==> src/rtl/mem_arbiter.sv <==
// Shares one RAM port between icache and dcache. Data wins a simultaneous arrival,
// requesters alternate under load, and a RAM ERROR or a service timeout forces a release.
module mem_arbiter #(
    parameter int AW          = 32,
    parameter int DW          = 32,
    parameter int TIMEOUT_CYC = 64,
    parameter int CW          = 16
) (
    input  logic          CLK,
    input  logic          nRST,
    input  logic          iREN,
    input  logic [AW-1:0] iaddr,
    output logic          iwait,
    output logic [DW-1:0] iload,
    input  logic          dREN,
    input  logic          dWEN,
    input  logic [AW-1:0] daddr,
    input  logic [DW-1:0] dstore,
    output logic          dwait,
    output logic [DW-1:0] dload,
    output logic          ramREN,
    output logic          ramWEN,
    output logic [AW-1:0] ramaddr,
    output logic [DW-1:0] ramstore,
    input  logic [DW-1:0] ramload,
    input  logic [1:0]    ramstate,
    output logic          mem_err,
    output logic [CW-1:0] icnt,
    output logic [CW-1:0] dcnt
);
    localparam int SW = $clog2(TIMEOUT_CYC + 1);
    localparam logic [SW-1:0] TO_CNT    = SW'(TIMEOUT_CYC);
    localparam logic [1:0]    RS_ACCESS = 2'd2;
    localparam logic [1:0]    RS_ERROR  = 2'd3;

    typedef enum logic [1:0] {IDLE = 2'd0, DSERV = 2'd1, ISERV = 2'd2} state_t;

    state_t        state_q, state_d;
    logic [SW-1:0] cnt_q, cnt_d;
    logic          mem_err_q, mem_err_d;
    logic [CW-1:0] icnt_q, icnt_d;
    logic [CW-1:0] dcnt_q, dcnt_d;
    logic          d_req_s, serv_req_s, other_req_s, done_s, ok_s, abort_s;

    function automatic logic [CW-1:0] sat_inc(input logic [CW-1:0] v);
        if (v == {CW{1'b1}}) begin
            return v;
        end else begin
            return v + CW'(1);
        end
    endfunction

    // Decode the served/other request and the completion or abort of the current service
    always_comb begin
        d_req_s     = dREN | dWEN;
        serv_req_s  = 1'b0;
        other_req_s = 1'b0;
        case (state_q)
            DSERV: begin
                serv_req_s  = d_req_s;
                other_req_s = iREN;
            end
            ISERV: begin
                serv_req_s  = iREN;
                other_req_s = d_req_s;
            end
            default: begin
                serv_req_s  = 1'b0;
                other_req_s = 1'b0;
            end
        endcase
        // ACCESS takes precedence over a coincident timeout, so ok_s decides the count
        done_s  = serv_req_s & ((ramstate == RS_ACCESS) | (ramstate == RS_ERROR) | (cnt_q == TO_CNT));
        ok_s    = serv_req_s & (ramstate == RS_ACCESS);
        abort_s = (state_q != IDLE) & ~serv_req_s;
    end

    // Next-state, service counter, sticky error and access counters
    always_comb begin
        state_d   = state_q;
        cnt_d     = {SW{1'b0}};
        mem_err_d = mem_err_q | (done_s & ~ok_s);
        icnt_d    = (ok_s && (state_q == ISERV)) ? sat_inc(icnt_q) : icnt_q;
        dcnt_d    = (ok_s && (state_q == DSERV)) ? sat_inc(dcnt_q) : dcnt_q;
        case (state_q)
            IDLE: begin
                if (d_req_s) begin
                    state_d = DSERV;
                end else if (iREN) begin
                    state_d = ISERV;
                end else begin
                    state_d = IDLE;
                end
            end
            DSERV, ISERV: begin
                if (done_s || abort_s) begin
                    if (other_req_s) begin
                        state_d = (state_q == DSERV) ? ISERV : DSERV;
                    end else begin
                        state_d = IDLE;
                    end
                end else begin
                    cnt_d = cnt_q + SW'(1);
                end
            end
            default: state_d = IDLE;
        endcase
    end

    // RAM strobes and per-requester handshake, combinational from state and live requests
    always_comb begin
        ramREN   = 1'b0;
        ramWEN   = 1'b0;
        ramaddr  = {AW{1'b0}};
        ramstore = {DW{1'b0}};
        iwait    = 1'b1;
        dwait    = 1'b1;
        iload    = {DW{1'b0}};
        dload    = {DW{1'b0}};
        case (state_q)
            DSERV: begin
                ramaddr  = daddr;
                ramstore = dstore;
                ramWEN   = dWEN;
                ramREN   = dREN & ~dWEN;
                if (done_s) begin
                    dwait = 1'b0;
                    dload = ok_s ? ramload : {DW{1'b0}};
                end else begin
                    dwait = 1'b1;
                    dload = {DW{1'b0}};
                end
            end
            ISERV: begin
                ramaddr = iaddr;
                ramREN  = iREN;
                if (done_s) begin
                    iwait = 1'b0;
                    iload = ok_s ? ramload : {DW{1'b0}};
                end else begin
                    iwait = 1'b1;
                    iload = {DW{1'b0}};
                end
            end
            default: begin
                ramREN = 1'b0;
                ramWEN = 1'b0;
            end
        endcase
    end

    // State and counter registers
    always_ff @(posedge CLK or negedge nRST) begin
        if (!nRST) begin
            state_q   <= IDLE;
            cnt_q     <= {SW{1'b0}};
            mem_err_q <= 1'b0;
            icnt_q    <= {CW{1'b0}};
            dcnt_q    <= {CW{1'b0}};
        end else begin
            state_q   <= state_d;
            cnt_q     <= cnt_d;
            mem_err_q <= mem_err_d;
            icnt_q    <= icnt_d;
            dcnt_q    <= dcnt_d;
        end
    end

    assign mem_err = mem_err_q;
    assign icnt    = icnt_q;
    assign dcnt    = dcnt_q;

endmodule

==> config.mk <==
export PLATFORM = sky130hd
export DESIGN_NAME = mem_arbiter
export DESIGN_NICKNAME = d
export VERILOG_FILES = /design/src/rtl/mem_arbiter.sv
export SDC_FILE = /design/constraint.sdc
export NUM_CORES = 1
export LEC_CHECK = 0
export ABC_AREA = 1
export CORE_AREA = 2 2 116 118
export CTS_CLUSTER_DIAMETER = 40
export DETAILED_ROUTE_END_ITERATION = 10
export DIE_AREA = 0 0 118 120
export PLACE_DENSITY = 0.73
export SKIP_LAST_GASP = 1
export SYNTH_ARGS = -nofsm -noshare
export SYNTH_HDL_FRONTEND = slang
export SYNTH_SLANG_ARGS = --single-unit
==> constraint.sdc <==
create_clock -name CLK -period 2.2 [get_ports CLK]
set_clock_uncertainty 0.15 [all_clocks]
set_input_delay 0.33 -clock CLK [delete_from_list [all_inputs] [get_ports CLK]]
set_output_delay 0.33 -clock CLK [all_outputs]
set_load 0.05 [all_outputs]
## After elaboration in Yosys (flattened, before gate mapping)

Index checks and enable logic that the tools add are counted.

| storage, ports and cells | value |
|---|---|
| register bits | 42 |
| logic and storage cells | 59 |

| cells by class | value |
|---|---|
| $add $sub $neg | 3 |
| eq/ne operators | 8 |
| muxes and demuxes | 21 |
| bitwise logic cells | 14 |
| reductions and logical operators | 8 |

Operator list:

| cell | count |
|---|---|
| 2-to-1 mux 32 bit | 5 |
| one-hot mux 32 bit (2 select lines) | 1 |
| adder 16 x 1 -> 16 bit, second input constant | 2 |
| equality test 16 bit, second input constant | 2 |
| 2-to-1 mux 7 bit | 2 |
| 2-to-1 mux 2 bit | 5 |
| adder 7 x 1 -> 7 bit, second input constant | 1 |
| equality test 7 bit, second input constant | 1 |
| equality test 2 bit, second input constant | 3 |
| one-hot mux 1 bit (2 select lines) | 3 |
| AND 1 bit | 5 |
| NOT 1 bit | 5 |
| 2-to-1 mux 1 bit | 4 |
| bitwise OR 1 bit | 4 |
| one-hot mux 2 bit (2 select lines) | 1 |
| AND reduction 2 bit | 2 |
| equality test 2 x 1 -> 1 bit, second input constant | 1 |
| logical AND 1 bit | 2 |
| logical NOT 2 bit | 1 |
| != test 2 bit, second input constant | 1 |
| nonzero test 2 bit | 1 |
| OR reduction 2 bit | 1 |
| logical OR 1 bit | 1 |

## Longest topological paths before layout

| depth | value |
|---|---|
| word-level depth | 7 |
| gate-level depth with buffers | 10 |

## Worst setup path after synthesis

Ideal clock, no wire load.

| path | value |
|---|---|
| kind | register to output |
| start point | register state_q[0] |
| end point | output port dload[22] |
| arrival time | 2.328 ns |
| data required time | 1.720 ns |
| path slack | -0.608 ns |
| cell stages (with the launch flop) | 10 |
| path through | dfrtp_1 -> inv_1 -> ha_1 -> buf_4 -> nand2_2 -> nand2_2 -> nand3_1 -> inv_1 -> nand2_1 -> nor2_1 |

| on the way | value |
|---|---|
| word-level cells in the longest chain between the ends | 6 |

RTL lines:

| element | RTL line | text |
|---|---|---|
| from (decl) | 38 | `state_t state_q, state_d;` |
| from (signal assigned) | 161 | `state_q <= state_d;` |
| equality test 2 bit / equality test 2 x 1 -> 1 bit (equally long branches) | 58, 120 |  |
| one-hot mux 1 bit (2 select lines) | 58 | `case (state_q)` |
| AND 1 bit | 74 | `ok_s = serv_req_s & (ramstate == RS_ACCESS);` |
| 2-to-1 mux 32 bit | 128 | `dload = ok_s ? ramload : {DW{1'b0}};` |
| 2-to-1 mux 32 bit | 126 | `if (done_s) begin` |
| 2-to-1 mux 32 bit (*) | 120 | `case (state_q)` |
| to (decl) | 20 | `output logic [DW-1:0] dload,` |

Every way passes the cells marked *; elsewhere a longest branch is shown, timed or not.

## Final worst setup path

| path | value |
|---|---|
| start point | register state_q[0] |
| end point | output port iload[8] |

| on the way | value |
|---|---|
| word-level cells in the longest chain between the ends | 6 |

RTL lines:

| element | RTL line | text |
|---|---|---|
| equality test 2 bit / equality test 2 x 1 -> 1 bit (equally long branches) | 58, 120 |  |
| one-hot mux 1 bit (2 select lines) | 58 |  |
| AND 1 bit | 74 |  |
| 2-to-1 mux 32 bit | 139 | `iload = ok_s ? ramload : {DW{1'b0}};` |
| 2-to-1 mux 32 bit | 137 | `if (done_s) begin` |
| 2-to-1 mux 32 bit (*) | 120 |  |
| to (decl) | 14 | `output logic [DW-1:0] iload,` |

Marked as above.

==> run_results.csv <==
group,metric,value,unit
logic_synthesis,syn_avg_cell_area,5.899,um^2
critical_path,cp.depth,9,
critical_path,critical_path_arrival,2.10,ns
clock_network,cts_root_buf,"clkbuf_16",
routing,firstDrtPassIters,5,
clock_network,path_clk_slew,0.06,ns
job,cap_violations,0,
floorplanning,die-width,118,um
global_route,grt_pass1_vias,5909,
logic_synthesis,netlist_instances,649,
clock_network,clkLatencyLatePin,0.28,ns
finish,drive_gt1_frac,0.4801,
sta,timing.final.crit_share,1.171,
critical_path,cp-endpoint,"iload[8]",
critical_path,required,1.72,ns
sta,hold_viol,0,
critical_path,cp_slowest_cell,"dfrtp_2",
routing,detail_route.wl_per_cell,24.54,um
critical_path,r2r_end,"icnt[8]",
finish,nets,1147,
global_route,antenna_found_initial,2,
power_and_ir_drop,power_density,966.6,mW/mm^2
critical_path,max_stage_delay,0.47,ns
floorplanning,core.rowCount,42,
global_route,grt_pass1_wl,35520,um
routing,drt-total-wl,29010,um
power_and_ir_drop,vdd_drop_max,0.6636,mV
global_route,grt_overflow,0,
floorplanning,die-height,120,um
floorplanning,start_util,0.2950,
critical_path,end_kind,"output pin",
global_route,grt_max_degree,43,
critical_path,critPathKind,"reg2out",
critical_path,worstPathCellList,"inv_4 -> ha_4 -> buf_6 -> buf_12 -> clkinvlp_4 -> buf_12 -> clkbuf_16 -> nor2_2 -> buf_12",
floorplanning,die_area,0.01416,mm^2
critical_path,cp_num_buf_inv,7,
floorplanning,io_pins,300,
routing,via_per_inst,5.209,
logic_synthesis,synth-seq-cells,42,
clock_network,cts_buffers,5,
critical_path,r2r_start,"state_q[0]",
finish,area_growth,195.4,%
clock_network,htree_levels,2,
critical_path,r2r_cells,10,
power_and_ir_drop,totalPowerFinal,10.93,mW
routing,num_vias,6157,
sta,rsz0062_at_grt,"true",
power_and_ir_drop,leakage,4.604,nW
critical_path,start_kind,"flip-flop",
logic_synthesis,syn_area,0.003829,mm^2
clock_network,cts_tree,"built",
sta,whs,0.3336,ns
critical_path,critical_path.startpoint,"state_q[0]",
clock_network,cts_sinks,42,
sta,max_freq,0.3881,GHz
critical_path,reg2reg_setup_slack,-0.11,ns
sta,slew_headroom,0.6425,
critical_path,crit_path_frequent_cell,"buf_12",
logic_synthesis,yosysSeqAreaShare,0.2745,
routing,antenna_left,0,
floorplanning,core_area,0.01298,mm^2
sta,tightestPinTransition,0.5363,ns
sta,setup_viol,134,
global_route,grt_use_total,0.3264,
placement,placement.io_buffers,299,
critical_path,worstPathMaxFanout,8,
placement,hpwl,15900,um
logic_synthesis,syn_nets,793,
run_status,status,"finished with violations",
placement,globalplace.congestion,0.8648,
sta,finalSetupTns,-33.84,ns
clock_network,clockBufferDepth,2,
sta,min_period,2.577,ns
run_status,violations,"setup timing",
worst_hold_path,hp-class,"reg2reg",
critical_path,critPathTopFamily,"buffers and inverters",
sta,drv_slew,0,
routing,drtIter0Drc,371,
routing,drc,0,
logic_synthesis,ys_warn_count,0,
logic_synthesis,ys_types,31,
sta,setup_slack,-0.3767,ns
[what timing repair did]
action | 4_1_cts | 5_1_grt
endpoints found under the hold margin | 42 | 0
hold buffers | 1 | 0
buffers inserted | 8 | 20
endpoints found under the setup margin | 102 | 135
gates resized for setup | 220 | 201
pin swaps | 25 | 55
gates cloned | 8 | 9
[state kept, by name (all words and copies together), names as in the netlist]
name,cells
cnt_q,7
dcnt,16
state_q,2
mem_err,1
icnt,16
[worst min path at each step]
stage          startpoint  endpoint  depth (start not counted)
6_report         cnt_q[0]  cnt_q[0]                          1
5_1_grt           mem_err   mem_err                          1
4_1_cts          cnt_q[0]  cnt_q[0]                          1
3_5_place_dp         nRST   dcnt[1]                          2
3_3_place_gp         nRST   dcnt[1]                          2
2_1_floorplan        nRST  cnt_q[0]                          0
[kinds of logic after synthesis]
kind of cell    after synthesis  synth area share
buf+inv                      95            0.1036
simple gates                406            0.4415
fa+ha+maj                     9           0.02941
compound gates               73           0.09608
xor+xnor                     24           0.05490
flops                        42            0.2745
[through the flow]
| stage | instances | utilization | cell area [um^2] | setup WS [ns] |
|---|---|---|---|---|
| after CTS | 1152 | 0.7811 | 10140 | -0.3285 |
| after global placement | 1128 | 0.6726 | 8731 | -0.3835 |
| after detailed placement | 1128 | 0.6726 | 8731 | -0.3558 |
| after global routing | 1182 | 0.8712 | 11310 | -0.4291 |
| after floorplan | 649 | - | 4026 | -0.3498 |
| final | 1182 | 0.8712 | 11310 | -0.3767 |
[layer usage]
layer / global-route usage / wire (um) / vias to the layer above
met4: 0.1069 / 1741 / 0
li1: - / - / 2722
met3: 0.1245 / 3192 / 129
met1: 0.3830 / 9901 / 2924
met2: 0.5491 / 14180 / 382
met5: 0 / 0 / -
[power breakdown]
| group | switching (mW) | leakage, nW | total, mW | internal [mW] |
|---|---|---|---|---|
| logic | 5.31 | 3.95 | 9.17 | 3.86 |
| clock network | 0.317 | 0.0761 | 0.852 | 0.535 |
| registers | 0.0775 | 0.576 | 0.910 | 0.833 |
| total | 5.70 | 4.60 | 10.9 | 5.23 |
[Yosys cell counts]
| cell type | number | area [um^2] |
|---|---|---|
| nand2_1 | 250 | 938.4 |
| nor2_1 | 105 | 394.1 |
| inv_1 | 62 | 232.7 |
| dfrtp_1 | 42 | 1051 |
| o21ai_0 | 38 | 190.2 |
| a21oi_1 | 33 | 165.2 |
| nand3_1 | 27 | 135.1 |
| clkbuf_1 | 13 | 48.80 |
| xnor2_1 | 12 | 105.1 |
| xor2_1 | 12 | 105.1 |
| ha_1 | 9 | 112.6 |
| buf_1 | 8 | 30.03 |
| nand2_2 | 6 | 37.54 |
| buf_2 | 4 | 20.02 |
| buf_4 | 4 | 30.03 |
| nand4_1 | 4 | 25.02 |
| nor2_4 | 4 | 45.04 |
| nand4_4 | 2 | 42.54 |
| nor2_2 | 2 | 12.51 |
| and3_1 | 1 | 6.260 |
| buf_6 | 1 | 11.26 |
| buf_8 | 1 | 15.01 |
| clkbuf_2 | 1 | 5.000 |
| inv_2 | 1 | 3.750 |
| nand2_4 | 1 | 11.26 |
| nand3_2 | 1 | 10.01 |
| nand3b_1 | 1 | 7.510 |
| nor2_8 | 1 | 20.02 |
| nor3_1 | 1 | 5.000 |
| o21ai_1 | 1 | 5.000 |
| o21bai_1 | 1 | 7.510 |
[final cells by class]
class / instances / area (um^2)
Inverter: 63 / 360.3
Timing Repair Buffer: 379 / 5490
Multi-Input combinational cell: 512 / 4010
Antenna cell: 2 / 5.005
Fill cell: 591 / 1672
Sequential cell: 42 / 1052
Tap cell: 176 / 220.2
Clock inverter: 3 / 45.04
Clock buffer: 5 / 125.1
[worst reg2reg max path: stages (launching register included)]
cell and delay [ns]:
dfrtp_2 0.47, inv_4 0.11, ha_4 0.17, buf_6 0.11
buf_12 0.11, buf_12 0.12, buf_4 0.12, nand4_4 0.18
buf_4 0.24, o21ai_0 0.30, nand2_1 0.11
[cell usage in the layout, fill, tap and decap left out, types with 2 or more instances in the layout]
cell type,count
clkdlybuf4s50_1,165
buf_12,153
nand2_1,147
nand2_4,70
nor2_4,61
nor2_1,43
dfrtp_1,41
o21ai_0,37
clkinvlp_4,33
a21oi_4,30
buf_4,30
nand2_2,28
nand3_1,26
inv_1,24
xor2_1,12
xnor2_1,12
nand2_8,12
buf_6,12
clkbuf_16,11
nor2_2,7
buf_16,7
inv_2,5
ha_1,5
nand4_1,4
ha_4,4
inv_4,3
a21oi_2,3
buf_8,3
diode_2,2
nand4_4,2
Note: power is estimated with default switching activity, not from simulation.
